<file path="src/rtl/hazard_pkg.sv">
// rtl/hazard_pkg.sv - shared types and constants for the pipeline hazard controller
package hazard_pkg;

    localparam int ADDR_W    = 4;
    localparam int REG_COUNT = 16;
    localparam int CNT_W     = 16;

    // Shadow stage indices
    localparam int EX       = 0;
    localparam int MEM      = 1;
    localparam int WB       = 2;
    localparam int N_STAGES = 3;

    typedef enum logic [1:0] {
        RUN      = 2'd0,
        LU_STALL = 2'd1,
        MEM_WAIT = 2'd2
    } state_t;

    // mem_access covers both loads and stores; only loads set mem_read
    typedef struct packed {
        logic              valid;
        logic              reg_write;
        logic [ADDR_W-1:0] rd;
        logic              mem_read;
        logic              mem_access;
    } shadow_t;

endpackage

</file>
<file path="src/rtl/hazard_stall_ctrl_if.sv">
// rtl/hazard_stall_ctrl_if.sv - ID-stage request and stall-control bundle
// master: pipeline side, drives the ID instruction, mem_ready and flush
// slave : hazard controller, returns stall_if_id/bubble_ex/hold, busy_mask, stall_count
interface hazard_stall_ctrl_if #(
    parameter int REG_COUNT = hazard_pkg::REG_COUNT,
    parameter int ADDR_W    = hazard_pkg::ADDR_W,
    parameter int CNT_W     = hazard_pkg::CNT_W
);
    logic                 id_valid;
    logic [ADDR_W-1:0]    id_rs;
    logic [ADDR_W-1:0]    id_rt;
    logic                 id_use_rs;
    logic                 id_use_rt;
    logic                 id_reg_write;
    logic [ADDR_W-1:0]    id_rd;
    logic                 id_mem_read;
    logic                 id_mem_write;
    logic                 mem_ready;
    logic                 flush;
    logic                 stall_if_id;
    logic                 bubble_ex;
    logic                 hold;
    logic [REG_COUNT-1:0] busy_mask;
    logic [CNT_W-1:0]     stall_count;

    modport master (
        output id_valid, id_rs, id_rt, id_use_rs, id_use_rt, id_reg_write,
               id_rd, id_mem_read, id_mem_write, mem_ready, flush,
        input  stall_if_id, bubble_ex, hold, busy_mask, stall_count
    );

    modport slave (
        input  id_valid, id_rs, id_rt, id_use_rs, id_use_rt, id_reg_write,
               id_rd, id_mem_read, id_mem_write, mem_ready, flush,
        output stall_if_id, bubble_ex, hold, busy_mask, stall_count
    );
endinterface

</file>
<file path="src/rtl/hazard_addr_match.sv">
// rtl/hazard_addr_match.sv - register address compare with zero-register exclusion
// i_use   : compare enable
// i_a/i_b : register addresses
// o_match : i_use and equal addresses and address nonzero
module hazard_addr_match #(
    parameter int ADDR_W = 4
) (
    input  logic              i_use,
    input  logic [ADDR_W-1:0] i_a,
    input  logic [ADDR_W-1:0] i_b,
    output logic              o_match
);
    // r0 is hard-wired zero: it is never a real producer or consumer
    assign o_match = i_use && (i_a == i_b) && (i_a != '0);
endmodule

</file>
<file path="src/rtl/hazard_stall_ctrl.sv">
// rtl/hazard_stall_ctrl.sv - load-use / memory-wait stall controller for the 5-stage core
// clk, rst_n : core clock, asynchronous active-low reset
// bus        : slave side of hazard_stall_ctrl_if (ID instruction, mem_ready, flush in;
//              stall_if_id, bubble_ex, hold, busy_mask, stall_count out)
// Parameter values must match those of the connected interface instance.
module hazard_stall_ctrl #(
    parameter int REG_COUNT = hazard_pkg::REG_COUNT,
    parameter int ADDR_W    = hazard_pkg::ADDR_W,
    parameter int CNT_W     = hazard_pkg::CNT_W
) (
    input  logic               clk,
    input  logic               rst_n,
    hazard_stall_ctrl_if.slave bus
);

    hazard_pkg::shadow_t  r_stage [hazard_pkg::N_STAGES];
    hazard_pkg::state_t   r_state;
    hazard_pkg::state_t   w_state_nxt;
    logic [CNT_W-1:0]     r_stall_count;

    hazard_pkg::shadow_t  w_id_entry;
    logic                 w_match_rs;
    logic                 w_match_rt;
    logic                 w_mem_wait;
    logic                 w_lu_hit;
    logic                 w_stall_if_id;
    logic                 w_bubble_ex;
    logic                 w_hold;
    logic [hazard_pkg::N_STAGES*REG_COUNT-1:0] w_stage_hit;
    logic [REG_COUNT-1:0] w_busy_mask;

    // Source compares against the load sitting in the EX shadow
    hazard_addr_match #(.ADDR_W(ADDR_W)) u_match_rs (
        .i_use   (bus.id_use_rs),
        .i_a     (bus.id_rs),
        .i_b     (r_stage[hazard_pkg::EX].rd),
        .o_match (w_match_rs)
    );

    hazard_addr_match #(.ADDR_W(ADDR_W)) u_match_rt (
        .i_use   (bus.id_use_rt),
        .i_a     (bus.id_rt),
        .i_b     (r_stage[hazard_pkg::EX].rd),
        .o_match (w_match_rt)
    );

    // One-hot decode of each in-flight destination; r0 drops out in the matcher
    for (genvar s = 0; s < hazard_pkg::N_STAGES; s++) begin : g_stage
        for (genvar r = 0; r < REG_COUNT; r++) begin : g_reg
            hazard_addr_match #(.ADDR_W(ADDR_W)) u_busy (
                .i_use   (r_stage[s].valid & r_stage[s].reg_write),
                .i_a     (r_stage[s].rd),
                .i_b     (ADDR_W'(r)),
                .o_match (w_stage_hit[s*REG_COUNT+r])
            );
        end
    end

    always_comb begin
        w_busy_mask = '0;
        for (int s = 0; s < hazard_pkg::N_STAGES; s++) begin
            w_busy_mask = w_busy_mask | w_stage_hit[s*REG_COUNT +: REG_COUNT];
        end
        w_busy_mask[0] = 1'b0;
    end

    // Stall priority: memory wait, then flush, then load-use
    always_comb begin
        w_mem_wait    = r_stage[hazard_pkg::MEM].valid &&
                        r_stage[hazard_pkg::MEM].mem_access && !bus.mem_ready;
        w_lu_hit      = bus.id_valid && r_stage[hazard_pkg::EX].valid &&
                        r_stage[hazard_pkg::EX].mem_read && (w_match_rs || w_match_rt);
        w_hold        = 1'b0;
        w_stall_if_id = 1'b0;
        w_bubble_ex   = 1'b0;
        if (w_mem_wait) begin
            // flush comes from the frozen EX stage, so dropping it here is safe
            w_hold        = 1'b1;
            w_stall_if_id = 1'b1;
        end else if (bus.flush) begin
            w_bubble_ex   = 1'b1;
        end else if (w_lu_hit) begin
            w_stall_if_id = 1'b1;
            w_bubble_ex   = 1'b1;
        end
    end

    always_comb begin
        w_id_entry = '0;
        if (bus.id_valid && !w_stall_if_id && !w_bubble_ex && !w_hold) begin
            w_id_entry.valid      = 1'b1;
            w_id_entry.reg_write  = bus.id_reg_write;
            w_id_entry.rd         = bus.id_rd;
            w_id_entry.mem_read   = bus.id_mem_read;
            w_id_entry.mem_access = bus.id_mem_read | bus.id_mem_write;
        end
    end

    always_comb begin
        w_state_nxt = r_state;
        case (r_state)
            hazard_pkg::RUN: begin
                if (w_mem_wait) begin
                    w_state_nxt = hazard_pkg::MEM_WAIT;
                end else if (w_lu_hit && !bus.flush) begin
                    w_state_nxt = hazard_pkg::LU_STALL;
                end
            end
            hazard_pkg::LU_STALL: begin
                w_state_nxt = w_mem_wait ? hazard_pkg::MEM_WAIT : hazard_pkg::RUN;
            end
            hazard_pkg::MEM_WAIT: begin
                if (!w_mem_wait) begin
                    w_state_nxt = hazard_pkg::RUN;
                end
            end
            default: w_state_nxt = hazard_pkg::RUN;
        endcase
    end

    always_ff @(posedge clk or negedge rst_n) begin
        if (!rst_n) begin
            r_state       <= hazard_pkg::RUN;
            r_stall_count <= '0;
            for (int s = 0; s < hazard_pkg::N_STAGES; s++) begin
                r_stage[s] <= '0;
            end
        end else begin
            r_state <= w_state_nxt;
            if (w_hold) begin
                // EX/MEM freeze; MEM/WB receives a bubble
                r_stage[hazard_pkg::WB]  <= '0;
            end else begin
                r_stage[hazard_pkg::WB]  <= r_stage[hazard_pkg::MEM];
                r_stage[hazard_pkg::MEM] <= r_stage[hazard_pkg::EX];
                r_stage[hazard_pkg::EX]  <= w_id_entry;
            end
            if ((w_stall_if_id || w_hold) && (r_stall_count != '1)) begin
                r_stall_count <= r_stall_count + CNT_W'(1);
            end
        end
    end

    assign bus.stall_if_id = w_stall_if_id;
    assign bus.bubble_ex   = w_bubble_ex;
    assign bus.hold        = w_hold;
    assign bus.busy_mask   = w_busy_mask;
    assign bus.stall_count = r_stall_count;

endmodule
</file>
<file path="src/flat_wrapper.sv">
// flat-port wrapper written by rule: the top's interface ports become plain ports
module hazard_stall_ctrl_flat 
#(
    parameter int REG_COUNT = hazard_pkg::REG_COUNT,
    parameter int ADDR_W    = hazard_pkg::ADDR_W,
    parameter int CNT_W     = hazard_pkg::CNT_W
)
  (clk, rst_n, bus_id_valid, bus_id_rs, bus_id_rt, bus_id_use_rs, bus_id_use_rt, bus_id_reg_write, bus_id_rd, bus_id_mem_read, bus_id_mem_write, bus_mem_ready, bus_flush, bus_stall_if_id, bus_bubble_ex, bus_hold, bus_busy_mask, bus_stall_count);
  hazard_stall_ctrl_if #(.REG_COUNT(REG_COUNT), .ADDR_W(ADDR_W), .CNT_W(CNT_W)) bus_i ();
  input  logic clk;
  input  logic rst_n;
  input wire logic [$bits(bus_i.id_valid)-1:0] bus_id_valid;
  input wire logic [$bits(bus_i.id_rs)-1:0] bus_id_rs;
  input wire logic [$bits(bus_i.id_rt)-1:0] bus_id_rt;
  input wire logic [$bits(bus_i.id_use_rs)-1:0] bus_id_use_rs;
  input wire logic [$bits(bus_i.id_use_rt)-1:0] bus_id_use_rt;
  input wire logic [$bits(bus_i.id_reg_write)-1:0] bus_id_reg_write;
  input wire logic [$bits(bus_i.id_rd)-1:0] bus_id_rd;
  input wire logic [$bits(bus_i.id_mem_read)-1:0] bus_id_mem_read;
  input wire logic [$bits(bus_i.id_mem_write)-1:0] bus_id_mem_write;
  input wire logic [$bits(bus_i.mem_ready)-1:0] bus_mem_ready;
  input wire logic [$bits(bus_i.flush)-1:0] bus_flush;
  output wire logic [$bits(bus_i.stall_if_id)-1:0] bus_stall_if_id;
  output wire logic [$bits(bus_i.bubble_ex)-1:0] bus_bubble_ex;
  output wire logic [$bits(bus_i.hold)-1:0] bus_hold;
  output wire logic [$bits(bus_i.busy_mask)-1:0] bus_busy_mask;
  output wire logic [$bits(bus_i.stall_count)-1:0] bus_stall_count;
  assign bus_i.id_valid = bus_id_valid;
  assign bus_i.id_rs = bus_id_rs;
  assign bus_i.id_rt = bus_id_rt;
  assign bus_i.id_use_rs = bus_id_use_rs;
  assign bus_i.id_use_rt = bus_id_use_rt;
  assign bus_i.id_reg_write = bus_id_reg_write;
  assign bus_i.id_rd = bus_id_rd;
  assign bus_i.id_mem_read = bus_id_mem_read;
  assign bus_i.id_mem_write = bus_id_mem_write;
  assign bus_i.mem_ready = bus_mem_ready;
  assign bus_i.flush = bus_flush;
  assign bus_stall_if_id = bus_i.stall_if_id;
  assign bus_bubble_ex = bus_i.bubble_ex;
  assign bus_hold = bus_i.hold;
  assign bus_busy_mask = bus_i.busy_mask;
  assign bus_stall_count = bus_i.stall_count;
  hazard_stall_ctrl #(.REG_COUNT(REG_COUNT), .ADDR_W(ADDR_W), .CNT_W(CNT_W)) u_core (.clk(clk), .rst_n(rst_n), .bus(bus_i));
endmodule
</file>
<file path="config.mk">
export PLATFORM = sky130hd
export DESIGN_NAME = hazard_stall_ctrl_flat
export DESIGN_NICKNAME = d
export VERILOG_FILES = /design/src/rtl/hazard_pkg.sv /design/src/rtl/hazard_stall_ctrl_if.sv /design/src/rtl/hazard_addr_match.sv /design/src/rtl/hazard_stall_ctrl.sv /design/src/flat_wrapper.sv
export SDC_FILE = /design/constraint.sdc
export NUM_CORES = 1
export LEC_CHECK = 0
export ABC_AREA = 1
export BUFFER_PORTS_ARGS = -buffer_cell sky130_fd_sc_hd__clkbuf_2
export CAP_MARGIN = 30
export CELL_PAD_IN_SITES_DETAIL_PLACEMENT = 0
export CELL_PAD_IN_SITES_GLOBAL_PLACEMENT = 1
export CORE_MARGIN = 10
export CORE_UTILIZATION = 34
export CTS_CLUSTER_DIAMETER = 200
export CTS_CLUSTER_SIZE = 16
export DETAILED_ROUTE_END_ITERATION = 10
export PLACE_DENSITY_LB_ADDON = 0.1
export SLEW_MARGIN = 20
export SYNTH_ARGS = -nofsm -noshare
export SYNTH_HDL_FRONTEND = slang
export SYNTH_SLANG_ARGS = --single-unit
</file>
<file path="constraint.sdc">
create_clock -name clk -period 1.71 [get_ports clk]
set_clock_uncertainty 0.05 [all_clocks]
set_input_delay 0.2565 -clock clk [delete_from_list [all_inputs] [get_ports clk]]
set_output_delay 0.2565 -clock clk [all_outputs]
set_load 0.005 [all_outputs]
</file>
==> impl_metrics.yaml, run 1 <==
worst_hold_path:
  hold_end: "u_core.r_stage[21]"
  hold_class: "in -> reg"
  hold_depth: 3
  worstHoldStart: "bus_id_rd[3]"
timing:
  final-setup-viol-count: 10
  fin_crit_ps: 1820
  holdWs_ps: 148
  max_freq_mhz: 549
  max_slew.worst_pin.slew_ps: 501
  rsz0062_at_grt: "true"
  tns_ps: -419
  slew_headroom_pct: 66.6
  slew_violations: 0
  hold_violations: 0
  fin_crit_sh_pct: 107
  setup_ws_ps: -113
global_route:
  grt_pass1_vias: 2544
  grtUsageMet1_pct: 19.0
  gr-usage-met2_pct: 19.2
  grt_antenna_before_repair: 0
  grt.met3_usage_pct: 3.32
  grt_start_max_net_pins: 38
  top_usage_layer: "met2"
  track_usage_pct: 13.1
  grt_overflow: 0
  grt_pass1_wl_mm: 12.4
route:
  routed_wl_mm: 7.70
  wire_per_inst_um: 13.7
  postRouteAntennaNets: 0
  drc: 0
  vias_per_cell: 4.65
  drtPass1Iterations: 4
  vias: 2619
  drt_iter0_markers: 133
placed_design:
  post-dp-hpwl_mm: 5.69
  place_congestion: 0.889
  io_buffers: 55
flow_run:
  maxCapViolations: 0
layout:
  antenna-diode-count: 0
  layout_common_cells: "nand2_1 (109), nand3_1 (48), clkbuf_2 (40), inv_1 (37), dfrtp_1 (34)"
  layout_commonest_cell: "nand2_1"
  n_fill_cell: 755
  nNetsFinal: 489
  drive_gt1_share_pct: 38.8
  syn_to_final_growth_pct: 42.8
worst_setup_path:
  critPathRequiredTime_ps: 1400
  reg2reg_slack_ps: 10
  start_kind: "flop"
  critPathMaxFanout: 3
  r2r_start: "u_core.bus.stall_count[0]"
  ff2ff_path_depth: 9
  crit_arrival_ps: 1520
  crit_type: "reg -> out"
  r2r_end: "u_core.bus.stall_count[13]"
  endpoint_kind: "output pin"
floorplanning:
  core-area_um2: 6910
  ioPinCount: 57
  chipWidth_um: 105
  die_h_um: 105
  start_util_pct: 35.7
  num_rows: 30
  dieArea_um2: 11100
synth:
  postSynthCellCount: 366
  syn_area_per_cell_um2: 6.74
  netlist_area_um2: 2470
  synth.distinct_cells: 29
  synth.yosys.seq_area_share_pct: 37.5
  synth-seq-cells: 37
  ys_warn_count: 0
  synth_nets: 389
power_and_ir_drop:
  power_leakage_nw: 1.93
  peakVddDrop_uv: 304
  powerDensity_nw_per_um2: 555
clocking:
  cts.sinks: 37
  htreeDepth: 2
  cts-root-buf: "clkbuf_8"
  cts_made_buffers: 5
  clock_path_buffers: 2
  clk_pin_slew_ps: 70
  insertion_delay_ps: 290
  cts_tree: "built"
outcome:
  violations: "negative setup slack"
  outcome: "complete, but fails checks"
cell families after synthesis:
logic type	Yosys count	synth area share, %
DFF	37	37.5
and+or+nand+nor	250	44.6
adders and majority gates	1	0.507
other	1	0.152
xor gates and xnor gates	13	4.62
AOI/OAI and AO/OA	11	2.99
buffers and inverters	53	9.54
metal layers:
metal | up-vias | wire length [µm]
li1 | 1351 | -
met1 | 1203 | 3780
met2 | 60 | 3440
met3 | 5 | 451
met4 | 0 | 34
met5 | - | 0
synthesized netlist by cell type:
| cell type | number | area [µm²] |
|---|---|---|
| nand2_1 | 123 | 462 |
| nand3_1 | 60 | 300 |
| inv_1 | 43 | 161 |
| nor2_1 | 43 | 161 |
| dfrtp_1 | 37 | 926 |
| xor2_1 | 8 | 70.1 |
| nand2_2 | 5 | 31.3 |
| nor3_1 | 5 | 25.0 |
| o21ai_0 | 5 | 25.0 |
| xnor2_1 | 5 | 43.8 |
| nand4_1 | 3 | 18.8 |
| o211ai_1 | 3 | 22.5 |
| or2_2 | 3 | 18.8 |
| buf_4 | 2 | 15.0 |
| clkbuf_1 | 2 | 7.51 |
| inv_2 | 2 | 7.51 |
| nand2_4 | 2 | 22.5 |
| nand3_2 | 2 | 20.0 |
| nor2_2 | 2 | 12.5 |
| o221ai_1 | 2 | 17.5 |
| a21oi_2 | 1 | 8.76 |
| buf_6 | 1 | 11.3 |
| buf_8 | 1 | 15.0 |
| clkbuf_8 | 1 | 13.8 |
| clkinv_1 | 1 | 3.75 |
| conb_1 | 1 | 3.75 |
| ha_1 | 1 | 12.5 |
| nand3_4 | 1 | 17.5 |
| nor2_4 | 1 | 11.3 |
worst max-delay path, stage by stage (launching register included):
cell and delay (ps):
dfrtp_1 420, buf_6 140, nand2_2 50, nand2_2 50
nor2_2 110, nand3_2 80, nand2_2 90, nand3_2 90
nand2_4 100, buf_6 100
flip-flops by register name, indices dropped and copies added (netlist names):
signal / cells
u_core.r_stage: 21
u_core.bus.stall_count: 16
metrics by stage:
stage / utilization [%] / setup slack (ps) / total power [W] / std cells / instance area [µm²]
global route: 51.0 / -225 / 0.00206 / 563 / 3520
floorplan: - / 76.6 / 0.00113 / 366 / 2470
finish: 51.0 / -113 / 0.00196 / 563 / 3520
detailed placement: 43.8 / 7.36 / 0.00130 / 538 / 3020
global placement: 43.8 / -5.75 / 0.00129 / 538 / 3020
CTS: 46.8 / -124 / 0.00193 / 552 / 3230
worst max-delay path by stage:
| stage | from | depth (start not counted) | slack (ps) | to |
|---|---|---|---|---|
| final | u_core.r_stage[18] | 9 | -110 | bus_stall_if_id |
| after global routing | u_core.r_stage[18] | 9 | -220 | bus_stall_if_id |
| after CTS | u_core.r_stage[18] | 9 | -120 | bus_stall_if_id |
| after detailed placement | u_core.r_stage[18] | 11 | 7 | u_core.bus.stall_count[8] |
| after global placement | u_core.r_stage[18] | 11 | -6 | u_core.bus.stall_count[5] |
| after floorplan | u_core.bus.stall_count[0] | 10 | 80 | u_core.bus.stall_count[2] |
where the power goes:
part           switching (W)  internal [W]  total [W]
sequential         0.0000411      0.000922   0.000963
combinational       0.000213      0.000174   0.000387
clock               0.000323      0.000283   0.000606
timing repair:
action,in CTS,in global routing
hold endpoints to repair,37,0
pin swaps,6,17
hold buffers,1,0
setup buffers,5,11
gates resized for setup,28,67
endpoints found under the setup margin,23,33
gates cloned,0,1
layout make-up:
type	instances	area (µm²)	share of cell area, %
flip-flops and latches	37	930	26.4
clock inverters	2	10.0	0.284
multi-input cells	277	1540	43.7
well taps	96	120	3.41
inverters	46	178	5.04
repair buffers	99	673	19.1
clock buffers	6	72.6	2.06
Power figures use the tool's default switching activity.
==> run 2: changes to the inputs <==
--- a/config.mk
+++ b/config.mk
@@ -15,7 +15,9 @@
 export CTS_CLUSTER_DIAMETER = 200
 export CTS_CLUSTER_SIZE = 16
 export DETAILED_ROUTE_END_ITERATION = 10
+export HOLD_SLACK_MARGIN = 0.02
 export PLACE_DENSITY_LB_ADDON = 0.1
+export RECOVER_POWER = 100
 export SLEW_MARGIN = 20
 export SYNTH_ARGS = -nofsm -noshare
 export SYNTH_HDL_FRONTEND = slang
==> run 2 against run 1 <==
Against the previous run:
- the flow still finishes with violations (negative setup slack)
- via count about the same
- clock power hardly changed
- die area stayed put
- sequential share of layout area rose by 0.38 points
- hold slack about the same
- register-to-register slack is essentially flat
- non-clock buffer count did not move
- largest cell class unchanged
- critical endpoint unchanged
- first-iteration DRC count is 6.8% lower
- count of clock-buffer cells in the layout did not move
- largest power group unchanged
==> impl_metrics.yaml, run 2 (same netlist as run 1, synthesis figures left out) <==
timing:
  setup_ws_ps: -112
  slew_violations: 0
  hold_violations: 0
  tns_ps: -410
  holdWs_ps: 148
  max_freq_mhz: 549
  fin_crit_ps: 1820
  fin_crit_sh_pct: 107
  final-setup-viol-count: 10
  rsz0062_at_grt: "true"
  max_slew.worst_pin.slew_ps: 969
  slew_headroom_pct: 35.4
worst_setup_path:
  ff2ff_path_depth: 9
  cp_cell_sequence: "buf_6 > nand2_2 > nand2_2 > nor2_2 > nand3_2 > nand2_2 > nand3_2 > nand2_4 > buf_6"
  crit_arrival_ps: 1520
  reg2reg_slack_ps: 0
  path_common_cell: "nand2_2"
  r2r_start: "u_core.bus.stall_count[0]"
  start_kind: "flop"
  critPathMaxFanout: 3
  critical_path_buf_inv_count: 2
  r2r_end: "u_core.bus.stall_count[13]"
  crit_type: "reg -> out"
  slowest_stage: "dfrtp_1"
  critPathTopFamily: "simple AND/OR/NAND/NOR gates"
  critPathRequiredTime_ps: 1400
  slowest_delay_ps: 420
  endpoint_kind: "output pin"
route:
  drc: 0
  vias: 2621
  vias_per_cell: 4.66
  wire_per_inst_um: 13.6
  drt_iter0_markers: 124
  routed_wl_mm: 7.65
  postRouteAntennaNets: 0
  drtPass1Iterations: 4
layout:
  largest-register: "u_core.r_stage"
  layout_common_cells: "nand2_1 (109), nand3_1 (48), clkbuf_2 (39), inv_1 (37), dfrtp_1 (34)"
  largest_register_ff_count: 21
  antenna-diode-count: 0
  nNetsFinal: 489
  syn_to_final_growth_pct: 40.8
  post-route-util_pct: 50.3
  drive_gt1_share_pct: 35.8
  layout_commonest_cell: "nand2_1"
floorplanning:
  start_util_pct: 35.7
  die_h_um: 105
  chipWidth_um: 105
  core-area_um2: 6910
  dieArea_um2: 11100
  num_rows: 30
  ioPinCount: 57
clocking:
  cts.sinks: 37
  cts-root-buf: "clkbuf_8"
  cts_tree: "built"
  cts_made_buffers: 5
  clk_pin_slew_ps: 70
  clock_path_buffers: 2
  htreeDepth: 2
  insertion_delay_ps: 280
flow_run:
  maxCapViolations: 0
placed_design:
  pre_cts_slack_ps: 7.36
  post-dp-hpwl_mm: 5.69
  place_congestion: 0.889
  io_buffers: 55
power_and_ir_drop:
  peakVddDrop_uv: 303
  powerDensity_nw_per_um2: 558
  finalPower_w: 0.00194
  power_leakage_nw: 1.87
outcome:
  outcome: "complete, but fails checks"
  violations: "negative setup slack"
global_route:
  grt_pass1_wl_mm: 12.4
  grt_pass1_vias: 2544
  track_usage_pct: 13.1
  grt_overflow: 0
  grt_start_max_net_pins: 38
  grt_antenna_before_repair: 0
worst_hold_path:
  hold_end: "u_core.r_stage[21]"
  hold_depth: 3
  worstHoldStart: "bus_id_rd[3]"
  hold_class: "in -> reg"
[run 2: changes by cell type in the layout (fill, tap and decap cells not counted), sizes merged]
| cell | previous run | this run |
|---|---|---|
| clkbuf | 46 | 59 |
| buf | 58 | 45 |
[run 2: per-stage QoR]
stage / std cells / area [µm²]
final: 563 / 3470
after global routing: 563 / 3470
after CTS: 552 / 3230
after detailed placement: 538 / 3020
after global placement: 538 / 3020
after floorplan: 366 / 2470
[run 2: where the power goes]
group / total, W / internal [W] / switching (W) / leakage [nW]
clock network: 0.000603 / 0.000283 / 0.000320 / 0.0450
registers: 0.000962 / 0.000922 / 0.0000405 / 0.496
logic: 0.000372 / 0.000159 / 0.000213 / 1.33
[run 2: cell type report]
class                           count  area (µm²)
Clock inverter                      2        10.0
Sequential cell                    37         930
Tap cell                           96         120
Multi-Input combinational cell    277        1540
Clock buffer                        6        72.6
Inverter                           46         178
Fill cell                         762        3430
Timing Repair Buffer               99         623
[run 2: layer usage]
layer,part of all wire (%),global-route usage [%],vias up
met5,0,0,-
met4,0.44,2.06,0
met3,5.1,3.32,5
met2,45,19.2,54
met1,50,19.0,1209
li1,-,-,1353
[run 2: worst max path at each step]
stage	from	endpoint	slack (ps)	cells past startpoint
after floorplan	u_core.bus.stall_count[0]	u_core.bus.stall_count[2]	80	10
after global placement	u_core.r_stage[18]	u_core.bus.stall_count[5]	-6	11
after detailed placement	u_core.r_stage[18]	u_core.bus.stall_count[8]	7	11
after CTS	u_core.r_stage[18]	bus_stall_if_id	-120	9
after global routing	u_core.r_stage[18]	bus_stall_if_id	-220	9
final	u_core.r_stage[18]	bus_stall_if_id	-110	9
[run 2: worst min-delay path, stage by stage]
cell and delay [ps]:
clkbuf_2 80, nand3_1 70, nand2_1 40
[run 2: timing repair]
| item | 4_1_cts | 5_1_grt |
|---|---|---|
| hold endpoints to repair | 37 | 0 |
| gates cloned | 0 | 1 |
| pin swaps | 6 | 17 |
| hold buffers | 1 | 0 |
| setup buffers | 5 | 11 |
| resized for setup | 28 | 67 |
| setup endpoints to repair | 23 | 33 |
==> run 3: changes to the inputs <==
--- a/config.mk
+++ b/config.mk
@@ -15,6 +15,7 @@
 export CTS_CLUSTER_DIAMETER = 200
 export CTS_CLUSTER_SIZE = 16
 export DETAILED_ROUTE_END_ITERATION = 10
+export GPL_TIMING_DRIVEN = 0
 export HOLD_SLACK_MARGIN = 0.02
 export PLACE_DENSITY_LB_ADDON = 0.1
 export RECOVER_POWER = 100
==> run 3 against run 2 <==
Against the previous run:
- die area stayed put
- non-clock buffer count is 13 lower
- sequential cell count stayed put
- critical endpoint unchanged
- utilization is 1.6 points lower
- cell count is 2.5% lower
- critical path depth is 1 higher
- the run still ends with negative setup slack left
- hold slack worse by 14 ps
- first-iteration DRC count is 13% higher
- total power is 0.27% lower
==> impl_metrics.yaml, run 3 (same netlist as run 1, synthesis figures left out) <==
clocking:
  clock_path_buffers: 2
  cts_tree: "built"
  htreeDepth: 2
  cts_made_buffers: 5
  clk_pin_slew_ps: 80
  cts-root-buf: "clkbuf_8"
  insertion_delay_ps: 290
  cts.sinks: 37
layout:
  layout_common_cells: "nand2_1 (114), nand3_1 (59), clkbuf_2 (48), inv_1 (38), nor2_1 (32)"
  multiInputGateArea_um2: 1470
  instances_no_fill: 549
  n_fill_cell: 743
  nNetsFinal: 475
  layout_commonest_cell: "nand2_1"
  drive_gt1_share_pct: 33.3
  layout.area.seq_um2: 937
  largest_register_ff_count: 21
  largest-register: "u_core.r_stage"
  syn_to_final_growth_pct: 36.4
  antenna-diode-count: 0
global_route:
  grt_antenna_before_repair: 0
  track_usage_pct: 13.0
  grt_pass1_vias: 2436
  grt_start_max_net_pins: 29
  grt_overflow: 0
  grt_pass1_wl_mm: 12.1
route:
  drc: 0
  vias: 2540
  drt_iter0_markers: 140
  postRouteAntennaNets: 0
  wire_per_inst_um: 13.3
  drtPass1Iterations: 7
  routed_wl_mm: 7.32
  vias_per_cell: 4.63
placed_design:
  dp.cells: 518
  pre_cts_slack_ps: -226
  place_congestion: 0.838
  post-dp-hpwl_mm: 5.50
  io_buffers: 55
floorplanning:
  die_h_um: 105
  num_rows: 30
  ioPinCount: 57
  dieArea_um2: 11100
  chipWidth_um: 105
  core-area_um2: 6910
  start_util_pct: 35.7
timing:
  max_slew.worst_pin.slew_ps: 612
  holdWs_ps: 134
  final-setup-viol-count: 25
  hold_violations: 0
  slew_violations: 0
  rsz0062_at_grt: "true"
  tns_ps: -2400
  max_freq_mhz: 506
  fin_crit_ps: 1970
  slew_headroom_pct: 59.2
  setup_ws_ps: -264
  fin_crit_sh_pct: 115
worst_setup_path:
  crit_type: "reg -> out"
  endpoint_kind: "output pin"
  crit_arrival_ps: 1670
  start_kind: "flop"
  critPathMaxFanout: 4
  ff2ff_path_depth: 13
  critPathRequiredTime_ps: 1400
outcome:
  violations: "negative setup slack"
  outcome: "complete, but fails checks"
power_and_ir_drop:
  power_leakage_nw: 1.79
  powerDensity_nw_per_um2: 574
  peakVddDrop_uv: 326
  finalPower_w: 0.00193
worst_hold_path:
  hold_class: "in -> reg"
  hold_depth: 3
flow_run:
  maxCapViolations: 0
-- run 3: changes by cell type in the layout (fill, tap and decap cells not counted), moves of 3 or more --
cell      before  now
dfrtp_1       34   28
buf_2         14    5
nand2_1      109  114
nand3_1       48   59
buf_4         20   17
clkbuf_2      39   48
dfrtp_2        3    9
nand2_2       17   13
nand3_2       14    2
clkbuf_1      15    3
-- run 3: power by group --
part	switching, W	internal, W	total (W)
logic	0.000194	0.000160	0.000355
registers	0.0000558	0.000924	0.000980
clock network	0.000314	0.000283	0.000597
-- run 3: what timing repair did --
action	in CTS	in global routing
hold buffers	1	0
gates resized for setup	34	42
endpoints found under the hold margin	9	0
pin swaps	10	20
endpoints found under the setup margin	41	42
buffers inserted	10	12
-- run 3: cell type report --
class	instances	area share, %
inverter	46	5.43
timing repair buffer	79	14.7
tap	96	3.57
clock buffer	6	2.16
multi-input combinational	276	43.6
sequential	37	27.9
buffer	7	2.42
clock inverter	2	0.298
-- run 3: worst max-delay path: stages (launching register included) --
cell and delay (ps):
dfrtp_2 470, buf_6 140, nand2_2 50, nand2_2 50, nor2_2 90, nand3_2 100
nand2_4 100, nand3_4 80, nand2_4 100, clkbuf_16 130, buf_6 80
-- run 3: worst paths after layout --
| path | slack [ps] | endpoint | from |
|---|---|---|---|
| setup / recovery | -260 | bus_stall_if_id | u_core.r_stage[18] |
| hold / removal | 130 | u_core.r_stage[18] | bus_id_rd[0] |
| setup reg to reg | -100 | u_core.bus.stall_count[14] | u_core.r_stage[18] |
| hold reg to reg | 420 | u_core.r_stage[8] | u_core.r_stage[16] |
| max in group asynchronous | 250 | u_core.bus.stall_count[7] | rst_n |
| min in group asynchronous | 430 | u_core.bus.stall_count[14] | rst_n |
-- run 3: per-layer routing --
layer / part of all wire, % / track usage [%]
met1: 49 / 18.7
met2: 44 / 18.8
met3: 5.7 / 3.50
met4: 0.71 / 2.75
met5: 0 / 0
-- run 3: metrics by stage --
stage | instance area [µm²] | util, %
detailed placement | 2880 | 41.7
finish | 3360 | 48.7
global placement | 2860 | 41.4
floorplan | 2470 | -
CTS | 3170 | 45.8
global route | 3360 | 48.7
